--- config.mk ---
export PLATFORM = sky130hd
export DESIGN_NAME = adder_acc_pipe
export DESIGN_NICKNAME = d
export VERILOG_FILES = /design/src/rtl/adder_acc_pipe.sv
export SDC_FILE = /design/constraint.sdc
export NUM_CORES = 1
export LEC_CHECK = 0
export ABC_AREA = 1
export ABC_CLOCK_PERIOD_IN_PS = 5100
export BUFFER_PORTS_ARGS = -buffer_cell sky130_fd_sc_hd__buf_2
export CORE_MARGIN = 2
export CORE_UTILIZATION = 59
export CTS_CLUSTER_DIAMETER = 50
export DETAILED_ROUTE_END_ITERATION = 6
export HOLD_SLACK_MARGIN = 0.1
export PLACE_DENSITY = 0.85
export SLEW_MARGIN = 20
export SYNTH_ARGS = -nofsm -noshare
export SYNTH_HDL_FRONTEND = slang
export SYNTH_SLANG_ARGS = --single-unit
--- constraint.sdc ---
create_clock -name clk -period 5.1 [get_ports clk]
set_input_delay 1.275 -clock clk [delete_from_list [all_inputs] [get_ports clk]]
set_output_delay 1.275 -clock clk [all_outputs]
set_load 0.01 [all_outputs]
--- src/rtl/adder_acc_pipe.sv ---
// Registered adder/accumulator with add/sub/acc/load modes, optional saturation,
// carry/borrow flag and a saturating accumulate counter behind valid/ready.
module adder_acc_pipe #(
  parameter int WIDTH = 16,
  parameter bit SAT   = 1'b0,
  parameter int CNT_W = 8
) (
  input  logic             clk,
  input  logic             rst_n,
  input  logic             in_valid,
  output logic             in_ready,
  input  logic [1:0]       mode,
  input  logic [WIDTH-1:0] in1,
  input  logic [WIDTH-1:0] in2,
  output logic             out_valid,
  input  logic             out_ready,
  output logic [WIDTH-1:0] out,
  output logic             carry,
  output logic [CNT_W-1:0] acc_cnt
);

  typedef enum logic [1:0] {
    OP_ADD  = 2'b00,
    OP_SUB  = 2'b01,
    OP_ACC  = 2'b10,
    OP_LOAD = 2'b11
  } op_e;

  op_e              op;
  logic             is_add;
  logic             is_sub;
  logic             is_acc;
  logic             accept;
  logic [WIDTH:0]   sum_w;
  logic [WIDTH-1:0] res;
  logic             carry_raw;

  // The result register doubles as the accumulator: both only change on accept.
  logic [WIDTH-1:0] acc_q, acc_d;
  logic             carry_q, carry_d;
  logic             valid_q, valid_d;
  logic [CNT_W-1:0] cnt_q, cnt_d;

  assign op       = op_e'(mode);
  assign is_add   = (op == OP_ADD);
  assign is_sub   = (op == OP_SUB);
  assign is_acc   = (op == OP_ACC);
  assign in_ready = !valid_q || out_ready;
  assign accept   = in_valid && in_ready;

  always_comb begin
    sum_w = '0;
    unique case (1'b1)
      is_add:  sum_w = {1'b0, in1} + {1'b0, in2};
      is_sub:  sum_w = {1'b0, in1} - {1'b0, in2};
      is_acc:  sum_w = {1'b0, acc_q} + {1'b0, in1};
      default: sum_w = {1'b0, in1};
    endcase
  end

  // Top bit is carry for add/acc, borrow for sub, always 0 for load.
  assign carry_raw = sum_w[WIDTH];

  always_comb begin
    res = sum_w[WIDTH-1:0];
    if (SAT && carry_raw) begin
      res = is_sub ? '0 : '1;
    end
  end

  always_comb begin
    acc_d   = acc_q;
    carry_d = carry_q;
    cnt_d   = cnt_q;
    valid_d = valid_q;
    if (accept) begin
      valid_d = 1'b1;
      acc_d   = res;
      carry_d = carry_raw;
      if (is_acc) begin
        cnt_d = (&cnt_q) ? cnt_q : cnt_q + CNT_W'(1);
      end else begin
        cnt_d = '0;
      end
    end else if (out_ready) begin
      valid_d = 1'b0;
    end
  end

  always_ff @(posedge clk or negedge rst_n) begin
    if (!rst_n) begin
      acc_q   <= '0;
      carry_q <= 1'b0;
      cnt_q   <= '0;
      valid_q <= 1'b0;
    end else begin
      acc_q   <= acc_d;
      carry_q <= carry_d;
      cnt_q   <= cnt_d;
      valid_q <= valid_d;
    end
  end

  assign out_valid = valid_q;
  assign out       = acc_q;
  assign carry     = carry_q;
  assign acc_cnt   = cnt_q;

endmodule

==> results of run 1 <==
## registers in the layout, summed over array words and instances, names as in the netlist
name       flops
acc_cnt        8
carry          1
out           16
out_valid      1
## synthesized netlist by cell type (4+ instances only)
cell and number:
sky130_fd_sc_hd__a21oi_1 29, sky130_fd_sc_hd__a22oi_1 7, sky130_fd_sc_hd__buf_2 4, sky130_fd_sc_hd__dfrtp_1 26, sky130_fd_sc_hd__ha_1 23, sky130_fd_sc_hd__inv_1 84, sky130_fd_sc_hd__nand2_1 155, sky130_fd_sc_hd__nand2_2 5
sky130_fd_sc_hd__nand3_1 43, sky130_fd_sc_hd__nand3_2 4, sky130_fd_sc_hd__nand4_1 6, sky130_fd_sc_hd__nor2_1 40, sky130_fd_sc_hd__nor3_1 6, sky130_fd_sc_hd__o211ai_1 4, sky130_fd_sc_hd__o21ai_0 16, sky130_fd_sc_hd__o21ai_1 5
sky130_fd_sc_hd__o21bai_1 4, sky130_fd_sc_hd__o31ai_1 5, sky130_fd_sc_hd__xor2_1 9
## report_power, final
part           internal (mW)  total (mW)  switching, mW
Combinational          0.165       0.444          0.279
Sequential             0.245       0.285         0.0396
Clock                  0.105       0.183         0.0774
Total                  0.515       0.911          0.396
## final cells by class
cell class	instances	area, um^2	area share
sequential	26	651	0.186
clock buffer	3	41.3	0.0118
tap	70	87.6	0.0250
multi-input combinational	380	2040	0.582
clock inverter	1	30.0	0.00857
timing repair buffer	65	328	0.0936
inverter	87	327	0.0932
## worst max-delay path, cell delays in order
cell and delay, ps:
sky130_fd_sc_hd__buf_2 120, sky130_fd_sc_hd__inv_1 50, sky130_fd_sc_hd__ha_1 590, sky130_fd_sc_hd__inv_1 240
sky130_fd_sc_hd__o211ai_1 220, sky130_fd_sc_hd__o21ai_0 210, sky130_fd_sc_hd__fa_1 480, sky130_fd_sc_hd__inv_1 90
sky130_fd_sc_hd__nand2_1 60, sky130_fd_sc_hd__nand3_1 180, sky130_fd_sc_hd__nand2_1 140, sky130_fd_sc_hd__nand3_1 110
sky130_fd_sc_hd__nand3_1 70, sky130_fd_sc_hd__nand2_1 80, sky130_fd_sc_hd__nand2_1 40
## cell usage in the layout (no fill, tap or decap), types with 7 or more instances in the layout
cell / count
sky130_fd_sc_hd__inv_1: 84
sky130_fd_sc_hd__nor2_1: 40
sky130_fd_sc_hd__a22oi_1: 7
sky130_fd_sc_hd__ha_1: 23
sky130_fd_sc_hd__o21ai_0: 16
sky130_fd_sc_hd__buf_2: 64
sky130_fd_sc_hd__dfrtp_1: 26
sky130_fd_sc_hd__xor2_1: 9
sky130_fd_sc_hd__nand2_1: 155
sky130_fd_sc_hd__nand3_1: 43
sky130_fd_sc_hd__a21oi_1: 29
## through the flow
step                      setup WS [ps]  total power [mW]
after floorplan                    1640             0.582
after global placement             1150             0.712
after detailed placement           1070             0.722
after CTS                          1360             0.905
after global routing               1070             0.980
final                              1320             0.911
## routing by layer
metal / track usage / vias up
li1: - / 1726
met5: 0 / -
met1: 0.402 / 1587
met3: 0.0118 / 14
met4: 0.0891 / 0
met2: 0.497 / 141
## kinds of logic after synthesis
family	Yosys count	synth area share
flip-flops	26	0.210
adder cells (fa/ha/maj)	24	0.0995
AND/OR/NAND/NOR	268	0.379
AO/OA/AOI/OAI	77	0.150
buffers and inverters	99	0.130
XOR/XNOR	11	0.0312
## path summary, 6_finish.rpt
path / startpoint / end / slack (ps) / depth (start not counted)
worst max-delay path: mode[0] / out[14]$_DFFE_PN0P_ / 1320 / 15
worst min-delay path: carry$_DFFE_PN0P_ / carry$_DFFE_PN0P_ / 530 / 2
worst max register to register: out[0]$_DFFE_PN0P_ / out[14]$_DFFE_PN0P_ / 2810 / 13
worst min register to register: carry$_DFFE_PN0P_ / carry$_DFFE_PN0P_ / 530 / 2
max in group asynchronous: rst_n / out[8]$_DFFE_PN0P_ / 3690 / 1
min in group asynchronous: rst_n / acc_cnt[5]$_DFFE_PN0P_ / 1000 / 1
==> parameters.txt, run 1 <==
Parameter                              Value

Placement
  Area after detailed placement    3430 um^2
  Dpl cells    628
  Total half-perimeter wirelength after legalization and detailed placement    6720 um
  Last weighted congestion value of the routability-driven placer    1.01
  Count of buffers inserted at the top-level ports    64

STA
  Highest attainable clock frequency    0.264 GHz
  Setup-failing EPs final    0
  Hold WS    528 ps
  Number of hold violations in the final report    0
  Tightest slew margin relative to the limit    0.529
  Slew at the pin with the worst max-slew slack    705 ps
  Unrepaired setup endpoints after global routing    false
  Final critical-path required period    3780 ps
  Final Cycle Share    0.741
  Setup skew after layout    7.46 ps
  Number of max-slew violations in the final report    0
  Final setup TNS    0 ps

Floorplanning
  Initial core utilization    0.609
  Die span in x    76.4 um
  Top-level I/O count    65
  Overall die area    5840 um^2
  Core Region    5070 um^2
  Chip Height    76.4 um
  Placement row count    26

Routing
  Final routed wirelength across all metal layers    8500 um
  Length of routed met2 wiring    4030 um
  Met3 WL post-DR    509 um
  Post-route antenna net violation count    0
  Number of remaining DRC errors    0
  Number of vias in the routed layout    3468
  Number of DRC markers after the initial detailed-route iteration    265
  Routed metal-1 wirelength    3830 um
  Number of search-and-repair iterations in the first detailed-routing pass    5
  Uppermost routed layer    met4
  Average routed wire per standard cell    13.4 um
  Per-cell via count in the routed design    5.49

Cells and area
  Count of fill cells added during filler insertion    483
  Layout cells sized above 1    0.164
  Net count of the finished layout    625
  Final cell count without fillers    632
  Antenna Cells    0
  Final instance area    3500 um^2
  Area growth from synthesis to layout    13.3%
  Post-Route Utilization    0.690

CTS
  Number of instances resized during post-cts repair    0
  Clock-pin slew of the registers on the worst-case setup and hold paths    110 ps
  Clock root cell    sky130_fd_sc_hd__clkbuf_8
  Clock tree from TritonCTS    done
  Number of setup buffers added after CTS    0
  Clock sink count    26
  Maximum level of the CTS H-tree    1
  Skew-Pair Late Insertion Delay    280 ps
  Max clock buf depth    2
  Number of clock buffers inserted by TritonCTS    3
  Number of buffers inserted for hold repair after clock tree synthesis    0

Synthesis
  Mapped Area    3090 um^2
  Flop and latch count out of synthesis    26
  Portion of the post-synthesis area used by sequential elements    0.210
  Post-synthesis cell type with the largest combined area    sky130_fd_sc_hd__dfrtp_1
  Post-synth net total    567
  Post-synth EDFFs    0
  Cell count after synthesis    505
  Async SR Flop Fraction    1.00
  Warnings from Yosys    0
  Ys flop type    sky130_fd_sc_hd__dfrtp_1
  Mean cell area of the mapped netlist    6.12 um^2
  Netlist cell types    36
  Fraction of synthesized cell area taken by the top area cell type    0.210
  Leading cell types by total area after synthesis    sky130_fd_sc_hd__dfrtp_1 21%, sky130_fd_sc_hd__nand2_1 19%, sky130_fd_sc_hd__inv_1 10%, sky130_fd_sc_hd__ha_1 9.3%, sky130_fd_sc_hd__nand3_1 7.0%

Setup path
  Critical Path RT    5290 ps
  CP startpoint kind    input pin
  Worst endpoint data arrival time    3970 ps
  Category of the critical setup timing path    input pin to register
  Maximum fanout encountered on the critical timing path    19
  Critical Path End Type    register

Pwr
  Pleak    1.98 nW
  Power density over the cells    260 nW/um^2
  Maximum resistive drop on vdd    0.174 mV

Global route
  Via count of the first global-routing pass    3148
  Total track usage    0.292
  First-pass GRT wire length    14100 um
  Initial antenna violation count    0
  Pin count of the biggest net entering global routing    27
  Global route overflow    0

Flow run
  Count of maximum capacitance violations    0

Min path
  Class of the tightest hold or removal check    register to register

Outcome
  Outcome    completed
Power figures use the tool's default switching activity.
==> run 2, diff against run 1 <==
Settings changed: ABC_AREA 1 to 0, ABC_CLOCK_PERIOD_IN_PS 5100 to 4000, CORE_UTILIZATION 59 to 54, PLACE_DENSITY 0.85 to 0.81.
Clock period 5.1 ns to 4 ns, I/O delays scaled along.
==> run 2 against run 1 <==
- core utilization fell by 2.0 points
- via count decreased by 22%
- critical path depth is 1 higher
- setup slack lost 950 ps
- sequential power is 23% higher
- flip-flop and latch count unchanged
- die area decreased by 11%
- clock skew decreased by 1.9 ps
- highest routed layer unchanged
- global-route usage fell by 2.3 points
- largest power group unchanged
==> parameters.txt, run 2 <==
Parameter                              Value

Cells and area
  Most common cell after layout, fill and taps aside    sky130_fd_sc_hd__buf_2
  Largest register FFs    16
  Area growth from synthesis to layout    18.0%
  Post-Route Utilization    0.670
  Most frequent cells in the layout    64 x sky130_fd_sc_hd__buf_2, 41 x sky130_fd_sc_hd__o21ai_0, 35 x sky130_fd_sc_hd__nand2_1, 31 x sky130_fd_sc_hd__a21oi_1
  Net count of the finished layout    461
  Count of fill cells added during filler insertion    409
  Antenna Cells    0
  Layout cells sized above 1    0.206
  Final cell count without fillers    450

Placement
  Last weighted congestion value of the routability-driven placer    0.892
  Dpl cells    446
  Worst setup slack after placement    134 ps
  Total half-perimeter wirelength after legalization and detailed placement    5200 um
  Count of buffers inserted at the top-level ports    64

Setup path
  Most frequent cell on the critical path    sky130_fd_sc_hd__ha_1
  Worst endpoint data arrival time    3800 ps
  Critical Path Max Stage Delay    480 ps
  Category of the critical setup timing path    input pin to register
  Family of cells with the greatest summed delay on the critical path    simple AND/OR/NAND/NOR gates
  Maximum fanout encountered on the critical timing path    4
  Cell with the largest stage delay on the worst path    sky130_fd_sc_hd__or4_1
  List of cells traversed by the critical path    buf_2 -> inv_1 -> ha_1 -> nand3_2 -> or4_1 -> nor2_1 -> o31a_1 -> o21ai_0 -> ha_1 -> nand2_1 -> or3_1 -> a21oi_1 -> nor3b_1 -> o21ai_1 -> xor2_1 -> o221a_2
  CP startpoint kind    input pin
  Critical Path RT    4170 ps
  Count of buffering cells on the critical path with inverters included    2
  Critical Path End Type    register

CTS
  Number of clock buffers inserted by TritonCTS    3
  Clock root cell    sky130_fd_sc_hd__clkbuf_8
  Max clock buf depth    2
  Skew-Pair Late Insertion Delay    280 ps
  Clock tree from TritonCTS    done
  Clock-pin slew of the registers on the worst-case setup and hold paths    100 ps
  Clock sink count    26
  Number of setup buffers added after CTS    0
  Number of instances resized during post-cts repair    0
  Number of buffers inserted for hold repair after clock tree synthesis    0
  Maximum level of the CTS H-tree    1

Floorplanning
  Chip Height    72.1 um
  Core Region    4410 um^2
  Top-level I/O count    65
  Die span in x    72.1 um
  Placement row count    24
  Initial core utilization    0.568
  Overall die area    5200 um^2

Synthesis
  Cell with the most instances after synthesis    sky130_fd_sc_hd__o21ai_0
  Share of the synthesized netlist area taken by xor and xnor gates    0.0559
  Portion of the post-synthesis area used by sequential elements    0.259
  Most frequent cells after synthesis    41 x sky130_fd_sc_hd__o21ai_0, 35 x sky130_fd_sc_hd__nand2_1, 31 x sky130_fd_sc_hd__a21oi_1
  Area share of fa/ha/maj cells after synthesis    0.123
  Fraction of synthesized cell area taken by the top area cell type    0.259
  Flop and latch count out of synthesis    26
  Mux contribution to synthesized area    0.00399
  Warnings from Yosys    0
  Fraction of the mapped netlist area in compound gates    0.277
  Cell count after synthesis    336
  Simple logic cell fraction of the synthesized area    0.225
  Post-synthesis cell type with the largest combined area    sky130_fd_sc_hd__dfrtp_1
  Netlist cell types    46
  Mean cell area of the mapped netlist    7.46 um^2
  Mapped Area    2510 um^2
  Combinational family with the most area after synthesis    compound AO/OA/AOI/OAI gates
  Ys flop type    sky130_fd_sc_hd__dfrtp_1
  Post-synth net total    398
  Post-synth EDFFs    0
  Leading cell types by total area after synthesis    sky130_fd_sc_hd__dfrtp_1 26%, sky130_fd_sc_hd__ha_1 11%, sky130_fd_sc_hd__o21ai_0 8.2%, sky130_fd_sc_hd__a21oi_1 6.2%, sky130_fd_sc_hd__nand2_1 5.2%
  Async SR Flop Fraction    1.00

STA
  Final critical-path required period    3630 ps
  Unrepaired setup endpoints after global routing    false
  Number of hold violations in the final report    0
  Tightest slew margin relative to the limit    0.377
  Setup-failing EPs final    0
  Setup skew after layout    5.51 ps
  Highest attainable clock frequency    0.276 GHz
  Slew at the pin with the worst max-slew slack    934 ps
  Final setup TNS    0 ps
  Number of max-slew violations in the final report    0
  Final Cycle Share    0.907
  Setup slack of the critical path after layout    371 ps

Routing
  Per-cell via count in the routed design    6.00
  Average routed wire per standard cell    15.0 um
  Final routed wirelength across all metal layers    6750 um
  Number of vias in the routed layout    2698
  Number of DRC markers after the initial detailed-route iteration    183
  Number of search-and-repair iterations in the first detailed-routing pass    5
  Post-route antenna net violation count    0
  Number of remaining DRC errors    0

Global route
  Via count of the first global-routing pass    2579
  First-pass GRT wire length    11400 um
  Pin count of the biggest net entering global routing    30
  Initial antenna violation count    0
  Global route overflow    0
  Total track usage    0.269

Pwr
  Pwr Total    0.963 mW
  Pleak    1.36 nW
  Power density over the cells    326 nW/um^2
  Maximum resistive drop on vdd    0.168 mV

Flow run
  Count of maximum capacitance violations    0

Outcome
  Outcome    completed

Min path
  Class of the tightest hold or removal check    register to register
-- run 2: kinds of logic (layout without fill, tap and decap cells) --
family                     count (synthesis)  in the layout
muxes                                      1              1
adders and majority gates                 24             24
AOI/OAI and AO/OA                        116            116
xor gates and xnor gates                  16             16
and+or+nand+nor                          116            116
DFF                                       26             26
buffers and inverters                     37             99
-- run 2: stage by stage --
step	hold WS [ps]	area [um^2]
detailed placement	480	2900
global route	567	2960
CTS	503	2960
floorplan	523	2510
finish	493	2960
global placement	470	2900
-- run 2: report_power, final --
part | switching, mW | leakage (nW) | internal [mW]
registers | 0.0420 | 0.328 | 0.309
clock network | 0.0935 | 0.0288 | 0.0883
logic | 0.244 | 1.01 | 0.186
total | 0.380 | 1.36 | 0.583
-- run 2: path summary, 6_finish.rpt --
path	endpoint	start	slack, ps	cells after the start
setup / recovery	out[15]$_DFFE_PN0P_	in2[0]	370	16
hold / removal	carry$_DFFE_PN0P_	carry$_DFFE_PN0P_	490	2
setup reg to reg	carry$_DFFE_PN0P_	out[1]$_DFFE_PN0P_	1300	11
hold reg to reg	carry$_DFFE_PN0P_	carry$_DFFE_PN0P_	490	2
max in group asynchronous	out[15]$_DFFE_PN0P_	rst_n	2880	1
min in group asynchronous	out[2]$_DFFE_PN0P_	rst_n	720	1
-- run 2: final cells by class --
cell class / instances / area [um^2] / area share
clock buffers: 4 / 55.1 / 0.0186
inverters: 22 / 82.6 / 0.0279
multi-input cells: 273 / 1720 / 0.580
flip-flops and latches: 26 / 651 / 0.220
well taps: 52 / 65.1 / 0.0220
repair buffers: 73 / 388 / 0.131
-- run 2: worst min-delay path, stage by stage, from the launching register on --
cell and delay [ps]:
sky130_fd_sc_hd__dfrtp_1 350, sky130_fd_sc_hd__nand2_1 50, sky130_fd_sc_hd__o21ai_1 60
-- run 2: per-layer routing --
layer	global-route usage	up-vias	part of all wire
li1	-	1346	-
met1	0.358	1247	0.45
met2	0.455	95	0.48
met3	0.0278	10	0.054
met4	0.0943	0	0.015
met5	0	-	0
